[config.mk]
export PLATFORM = sky130hd
export DESIGN_NAME = conv2_window_buf
export DESIGN_NICKNAME = d
export VERILOG_FILES = /design/src/rtl/conv2_window_buf_pkg.sv /design/src/rtl/conv2_line_window.sv /design/src/rtl/conv2_window_buf.sv
export SDC_FILE = /design/constraint.sdc
export NUM_CORES = 1
export LEC_CHECK = 0
export BUFFER_PORTS_ARGS = -buffer_cell sky130_fd_sc_hd__buf_4
export CORE_MARGIN = 10
export CORE_UTILIZATION = 55
export CTS_BUF_LIST = sky130_fd_sc_hd__clkbuf_2 sky130_fd_sc_hd__clkbuf_4 sky130_fd_sc_hd__clkbuf_8
export CTS_CLUSTER_SIZE = 16
export DETAILED_ROUTE_END_ITERATION = 10
export PLACE_DENSITY = 0.73
export SLEW_MARGIN = 40
export SYNTH_ARGS = -nofsm -noshare
export SYNTH_HDL_FRONTEND = slang
export SYNTH_SLANG_ARGS = --single-unit
[constraint.sdc]
create_clock -name clk -period 14.08 [get_ports clk]
set_clock_uncertainty 0.2 [all_clocks]
set_input_delay 2.112 -clock clk [delete_from_list [all_inputs] [get_ports clk]]
set_output_delay 2.112 -clock clk [all_outputs]
set_load 0.005 [all_outputs]
[src/rtl/conv2_window_buf_pkg.sv]
// Shared constants and window_out packing helper for the layer-2 window buffer
// and the conv2 MAC array that consumes its output.
package conv2_window_buf_pkg;

  localparam int DATA_BIT       = 12;
  localparam int HALF_WIDTH     = 12;
  localparam int HALF_HEIGHT    = 12;
  localparam int HALF_WIDTH_BIT = 4;
  localparam int KERNEL         = 3;
  localparam int NUM_CH         = 3;

  localparam int WIN_ELEMS = KERNEL * KERNEL;
  localparam int CH_BITS   = WIN_ELEMS * DATA_BIT;
  localparam int WIN_BITS  = NUM_CH * CH_BITS;

  typedef logic [DATA_BIT-1:0]       pix_t;
  typedef logic [HALF_WIDTH_BIT-1:0] cnt_t;

  // Bit offset of element (channel c, row r with 0 = oldest line, col k with 0 = leftmost).
  function automatic int win_idx(input int c, input int r, input int k);
    return (c * WIN_ELEMS + r * KERNEL + k) * DATA_BIT;
  endfunction

endpackage

[src/rtl/conv2_line_window.sv]
// One channel: two line buffers indexed by column plus a 3x3 shifting window.
// win_o element (r,k) sits at bits [(r*KERNEL+k)*DATA_BIT +: DATA_BIT].
module conv2_line_window
  import conv2_window_buf_pkg::*;
(
  input  logic               clk,
  input  logic               rst_n,
  input  logic               accept_i,
  input  cnt_t               col_i,
  input  pix_t               pix_i,
  output logic [CH_BITS-1:0] win_o
);

  pix_t line_a_q [HALF_WIDTH];
  pix_t line_b_q [HALF_WIDTH];
  pix_t win_q    [KERNEL][KERNEL];
  pix_t rd_a;
  pix_t rd_b;

  assign rd_a = line_a_q[col_i];
  assign rd_b = line_b_q[col_i];

  // Line storage is plain memory; never reset.
  always_ff @(posedge clk) begin
    if (accept_i) begin
      line_b_q[col_i] <= rd_a;
      line_a_q[col_i] <= pix_i;
    end
  end

  // Window cleared on reset so the packed output reads zero right after it.
  always_ff @(posedge clk) begin
    if (!rst_n) begin
      for (int r = 0; r < KERNEL; r++) begin
        for (int k = 0; k < KERNEL; k++) begin
          win_q[r][k] <= '0;
        end
      end
    end else if (accept_i) begin
      for (int r = 0; r < KERNEL; r++) begin
        win_q[r][0] <= win_q[r][1];
        win_q[r][1] <= win_q[r][2];
      end
      win_q[0][2] <= rd_b;
      win_q[1][2] <= rd_a;
      win_q[2][2] <= pix_i;
    end
  end

  for (genvar r = 0; r < KERNEL; r++) begin : g_row
    for (genvar k = 0; k < KERNEL; k++) begin : g_col
      assign win_o[(r*KERNEL+k)*DATA_BIT +: DATA_BIT] = win_q[r][k];
    end
  end

endmodule

[src/rtl/conv2_window_buf.sv]
// Raster-order 3-channel sliding-window generator feeding the conv2 MAC array.
// Owns the column/row counters, valid_out and frame_done; one line-window per channel.
module conv2_window_buf
  import conv2_window_buf_pkg::*;
(
  input  logic                clk,
  input  logic                rst_n,
  input  logic                valid_in,
  input  logic [DATA_BIT-1:0] pix_in_1,
  input  logic [DATA_BIT-1:0] pix_in_2,
  input  logic [DATA_BIT-1:0] pix_in_3,
  output logic [WIN_BITS-1:0] window_out,
  output logic                valid_out,
  output logic                frame_done
);

  localparam cnt_t COL_LAST   = cnt_t'(HALF_WIDTH - 1);
  localparam cnt_t ROW_LAST   = cnt_t'(HALF_HEIGHT - 1);
  localparam cnt_t FIRST_FULL = cnt_t'(KERNEL - 1);

  cnt_t col_q, col_d;
  cnt_t row_q, row_d;
  logic valid_q, valid_d;
  logic done_q, done_d;

  pix_t               pix_ch [NUM_CH];
  logic [CH_BITS-1:0] win_ch [NUM_CH];

  assign pix_ch[0] = pix_in_1;
  assign pix_ch[1] = pix_in_2;
  assign pix_ch[2] = pix_in_3;

  always_comb begin
    col_d   = col_q;
    row_d   = row_q;
    valid_d = 1'b0;
    done_d  = 1'b0;
    if (valid_in) begin
      // Columns 0/1 of each line still hold the previous line's tail; col>=2 hides them.
      valid_d = (row_q >= FIRST_FULL) && (col_q >= FIRST_FULL);
      done_d  = (row_q == ROW_LAST) && (col_q == COL_LAST);
      if (col_q == COL_LAST) begin
        col_d = '0;
        row_d = (row_q == ROW_LAST) ? '0 : row_q + cnt_t'(1);
      end else begin
        col_d = col_q + cnt_t'(1);
      end
    end
  end

  always_ff @(posedge clk) begin
    if (!rst_n) begin
      col_q   <= '0;
      row_q   <= '0;
      valid_q <= 1'b0;
      done_q  <= 1'b0;
    end else begin
      col_q   <= col_d;
      row_q   <= row_d;
      valid_q <= valid_d;
      done_q  <= done_d;
    end
  end

  assign valid_out  = valid_q;
  assign frame_done = done_q;

  for (genvar c = 0; c < NUM_CH; c++) begin : g_ch
    conv2_line_window u_line_window (
      .clk      (clk),
      .rst_n    (rst_n),
      .accept_i (valid_in),
      .col_i    (col_q),
      .pix_i    (pix_ch[c]),
      .win_o    (win_ch[c])
    );
    for (genvar r = 0; r < KERNEL; r++) begin : g_r
      for (genvar k = 0; k < KERNEL; k++) begin : g_k
        assign window_out[win_idx(c, r, k) +: DATA_BIT] =
          win_ch[c][(r*KERNEL+k)*DATA_BIT +: DATA_BIT];
      end
    end
  end

endmodule

After elaboration in Yosys (flattened, before gate mapping)
Memories as Yosys holds them, arrays and structs flattened. A register that Yosys moved wholly into a read port is not among the register bits.
Cells that the tools add are included.
{"block": "classes", "n_reduce_logical": 4, "magnitude_cmp": 2, "n_bitwise": 27, "n_addsub": 2, "multipliers": 0, "eq_ne": 2, "div": 0, "shifts": 0, "mux": 46}
{"cell": "$mux W12", "n": 27}
{"cell": "$mux W4", "n": 14}
{"cell": "$or A1 B1 Y1", "n": 27}
{"cell": "$add A4 B1 Y4 const B", "n": 2}
{"cell": "$eq A4 B4 Y1 const B", "n": 2}
{"cell": "$ge A4 B2 Y1 const B", "n": 2}
{"cell": "$mux W1", "n": 5}
{"cell": "$reduce_and A2 Y1", "n": 2}
{"cell": "$logic_and A1 B1 Y1", "n": 2}
{"block": "totals", "latch_bits": 0, "mem_bits_ro": 0, "ram_bits": 1188, "ff_bits": 10, "wordCells": 96, "n_memories": 9}
{"name": "g_ch[0].u_line_window.line_a_q", "depth": 12, "width": 12, "read_ports": 1, "rd_clocked_by_memory_dff": 1, "write_ports": 1, "line": "conv2_line_window.sv:14", "text": "pix_t line_a_q [HALF_WIDTH];"}
{"name": "g_ch[0].u_line_window.line_b_q", "depth": 12, "width": 12, "read_ports": 1, "rd_clocked_by_memory_dff": 1, "write_ports": 1, "line": "conv2_line_window.sv:15", "text": "pix_t line_b_q [HALF_WIDTH];"}
{"name": "g_ch[1].u_line_window.line_a_q", "depth": 12, "width": 12, "read_ports": 1, "rd_clocked_by_memory_dff": 1, "write_ports": 1, "line": "conv2_line_window.sv:14"}
{"name": "g_ch[1].u_line_window.line_b_q", "depth": 12, "width": 12, "read_ports": 1, "rd_clocked_by_memory_dff": 1, "write_ports": 1, "line": "conv2_line_window.sv:15"}
{"name": "g_ch[2].u_line_window.line_a_q", "depth": 12, "width": 12, "read_ports": 1, "rd_clocked_by_memory_dff": 1, "write_ports": 1, "line": "conv2_line_window.sv:14"}
{"name": "g_ch[2].u_line_window.line_b_q", "depth": 12, "width": 12, "read_ports": 1, "rd_clocked_by_memory_dff": 1, "write_ports": 1, "line": "conv2_line_window.sv:15"}
{"name": "+3 memories"}

Depth between registers and ports, before layout
{"block": "logic_depth", "depth_word": 4, "mapped_depth": 6, "mapped_depth_nobuf": 5}

Modules after synthesis
A second synthesis with hierarchy kept.
{"block": "hier_totals", "cells_unflattened": 2339, "area_unflattened_um2": 45636.3}
{"mod": "conv2_line_window at g_ch[1].u_line_window ...", "cells_per_inst": 762, "n_inst": 2, "area_per_inst_um2": 15048.2}
{"mod": "conv2_line_window at g_ch[0].u_line_window", "cells_per_inst": 762, "n_inst": 1, "area_per_inst_um2": 15049.4}
{"mod": "conv2_window_buf", "cells_per_inst": 53, "n_inst": 1, "area_per_inst_um2": 490.5}

Worst setup path after synthesis
Ideal clock, no wire load.
{"block": "synth_path", "kind": "in2reg", "startpoint": "input valid_in", "endpoint": "memory g_ch[0].u_line_window.win_q[0][0] in the netlist's numbering, enable pin", "setup_slack_ps": 2551, "path_buffers": 3, "path_stages": 4, "required_ps": 13135, "t_arrival_ps": 10584, "cell_sequence": "clkbuf_1 -> clkbuf_1 -> clkbuf_1 -> nand2b_1"}
{"element": "from (decl)", "line": "conv2_window_buf.sv:8", "text": "input logic valid_in,"}
{"element": "to (decl)", "line": "conv2_line_window.sv:16", "text": "pix_t win_q [KERNEL][KERNEL];"}

==> metrics <==
status finished clean; grt total ovfl 0; Most Frequent Cell on Critical Path clkbuf_8; top_reg_cell synth edfxtp_1; Worst Setup EP g_ch[0].u_line_window.line_b_q[9][10]; post-layout util 0.646; Synth Instances about 2,200; share of post-route cells with drive strength above 1 0.323; reg2reg path depth 7; VDD IR-drop max slightly above 90 uV; Post-CTS Setup Bufs 0; Yosys warnings 0; Netlist cell types 38; Finish-stage setup viols 0; CP Launch Type flop; setup total negative slack 0 ns; flops & latches, synth between 1,000 and 1,500; CP Cell Sequence buf_12 > clkbuf_8 > clkbuf_8 > mux4_2 > mux2i_1 > o21ai_0 > buf_4; R2R setup slack 10.16 ns; post-synthesis cell area around 45,000 um2; routability cong. 0.773; Worst EP required 14.43 ns; Finished Cell Area about 53,000 um2; Clock Power Share 0.380; EDFF count, synth ~1,200; core area approximately 82,000 um2; Worst Tran Pin Value between 0.8 and 0.9 ns; Slew headroom 0.421; clock latency on the worst-skew pair between 0.8 and 0.9 ns; ys async rst share 0; DRC Markers 0; IO Port Bufs roughly 360; cts repair resizes 0; first-pass iteration count of the detailed router 7; post-synth top area cell edfxtp_1; Clock Sinks ~1,200; combinational share of power 0.065; Initial DRC Count 2,229; max_cap viols 0; initial antenna violation count 4; switching share of total power 0.218; Leak around 19 nW; dpl hpwl around 60 mm; multi-input logic area slightly below 9000 um2; RSZ-0062 raised after global routing no; die height a little over 300 um; critical path's slowest cell clkbuf_8; reg2reg end g_ch[0].u_line_window.line_b_q[9][10]; Post-Syn Nets 2,294; Power Internal just under 0.006 W; largest net degree at the start of global routing 160; Via density 5.90; CTS tree done; Die Wd between 300 and 400 um; # hold bufs at CTS 0; DR vias roughly 23,000; first-pass GRT wire length between 150 and 200 mm; H-tree depth 4; CTS buffer count ~180; clock root cell clkbuf_8; io pins 365; Hold Fails Final Rpt 0; Slew Limit Fails 0; Initial Util 0.554; Syn Area/Cell 20.2 um2; Total GRT Usage 0.214; FILL cells 5,404; Layout Cells excl Fill 3,908; Reg area roughly 36,000 um2; sw power 0.00163 W; die area roughly 94,000 um2; register area share after synthesis 0.792; kind of critical path flop to flop; Worst Path Arrival between 4 and 5 ns; row count between 100 and 150; NumNets Final between 2,000 and 3,000; crit path max fanout approximately 60; DR WL/cell 25.9 um; Area growth, synth to finish 16.6%; final antenna-violating net count 0; CP endpoint kind flop; top cells by area, synth edfxtp_1 (79%), mux4_2 (8.9%), and3_1 (3.5%), mux2i_1 (2.4%), a221o_1 (0.79%); Clock Tree Buf Depth 3; Flop pwr share 0.555; number of global-route vias before repair 24,151; Slowest Stage Delay on Critical Path just over 0.7 ns; clock period minus worst slack slightly below 4 ns; DP Area 49,200 um2; hold crit path type flop to flop; Max Freq 0.255 GHz; drt total wl between 100 and 150 mm; Synth top area share 0.786; Post-Place Cells 3,581; P per Cell Area roughly 140 nW/um2; Reg clk slew, reported paths ~0.06 ns; fin crit share 0.279; hold slack about 0.34 ns
[worst min-delay path by stage]
stage,from,end,slack [ns],depth (start not counted)
detailed placement,row_q[0],row_q[0],0.31,2
global placement,row_q[0],row_q[0],0.28,2
CTS,row_q[0],row_q[0],0.33,2
floorplan,row_q[0],row_q[0],0.27,2
finish,row_q[0],row_q[0],0.34,2
global route,row_q[0],row_q[0],0.37,2
[placed cells by master, fill, tap and decap left out, types with 38 or more instances in the layout]
master,netlist,layout
nand3_1,38,38
nand2_1,42,42
buf_4,6,392
nor3_1,38,38
nor2_1,79,79
mux2i_1,110,110
and3_1,257,253
clkbuf_4,0,60
edfxtp_1,1188,1188
mux4_2,180,180
clkbuf_8,0,191
[layer usage]
layer  part of all wire  up-vias  wire length [um]  GRT usage
met3              0.084      159              8480     0.0520
met4              0.022        0              2230     0.0656
li1                   -    10042                 -          -
met2               0.49      980             49800      0.343
met5                  0        -                 0          0
met1               0.40    11867             40900      0.290
[cell usage after synthesis, drive strengths merged (2+ instances only)]
master / n
and2: 9
and3: 257
clkbuf: 92
o21ai: 74
a221o: 36
a21oi: 3
nor4: 2
nand2b: 4
edfxtp: 1188
ha: 7
nor2: 79
nand3: 38
nand2: 42
dfxtp: 14
mux2i: 110
inv: 6
nor3: 38
buf: 57
mux4: 180
[through the flow]
stage | power (W) | setup WS, ns
2_1_floorplan | 0.00446 | 2.55
3_3_place_gp | 0.00468 | 8.54
3_5_place_dp | 0.00470 | 8.99
4_1_cts | 0.00752 | 9.81
5_1_grt | 0.00773 | 9.76
6_report | 0.00746 | 10.16
[worst max-delay path, delay by kind of cell, from the launching register on]
kind	cells	cell delay [ns]
flops	1	0.66
compound gates	1	0.11
mux	2	0.80
buf+inv	4	1.80
[power by group through the flow]
| stage | sequential (W) | combinational, W | clock, W |
|---|---|---|---|
| 3_3_place_gp | 0.00421 | 0.000463 | 0 |
| 4_1_cts | 0.00414 | 0.000487 | 0.00289 |
| 6_report | 0.00414 | 0.000486 | 0.00284 |
| 2_1_floorplan | 0.00421 | 0.000245 | 0 |
| 3_5_place_dp | 0.00422 | 0.000487 | 0 |
| 5_1_grt | 0.00415 | 0.000525 | 0.00305 |
[layout make-up]
type                    instances  share of cell area
well taps                    1070              0.0253
diodes                          4            0.000189
multi-input cells             891               0.165
flip-flops and latches       1202               0.679
clock inverters                73              0.0110
inverters                       6            0.000449
repair buffers                414              0.0614
clock buffers                 248              0.0574
[sequential cells by signal (all words and copies together), names as in the netlist, named ones only]
signal                       cells
col_q                            4
frame_done                       1
g_ch.u_line_window.line_a_q    432
g_ch.u_line_window.line_b_q    432
g_ch.u_line_window.win_q       324
row_q                            4
valid_out                        1
[cell families after synthesis]
| logic type | share of synthesized area |
|---|---|
| simple gates | 0.0574 |
| flops | 0.792 |
| buf+inv | 0.0183 |
| compound gates | 0.0167 |
| xor+xnor | 0.000193 |
| mux | 0.114 |
| fa+ha+maj | 0.00193 |
Power figures use the tool's default switching activity.
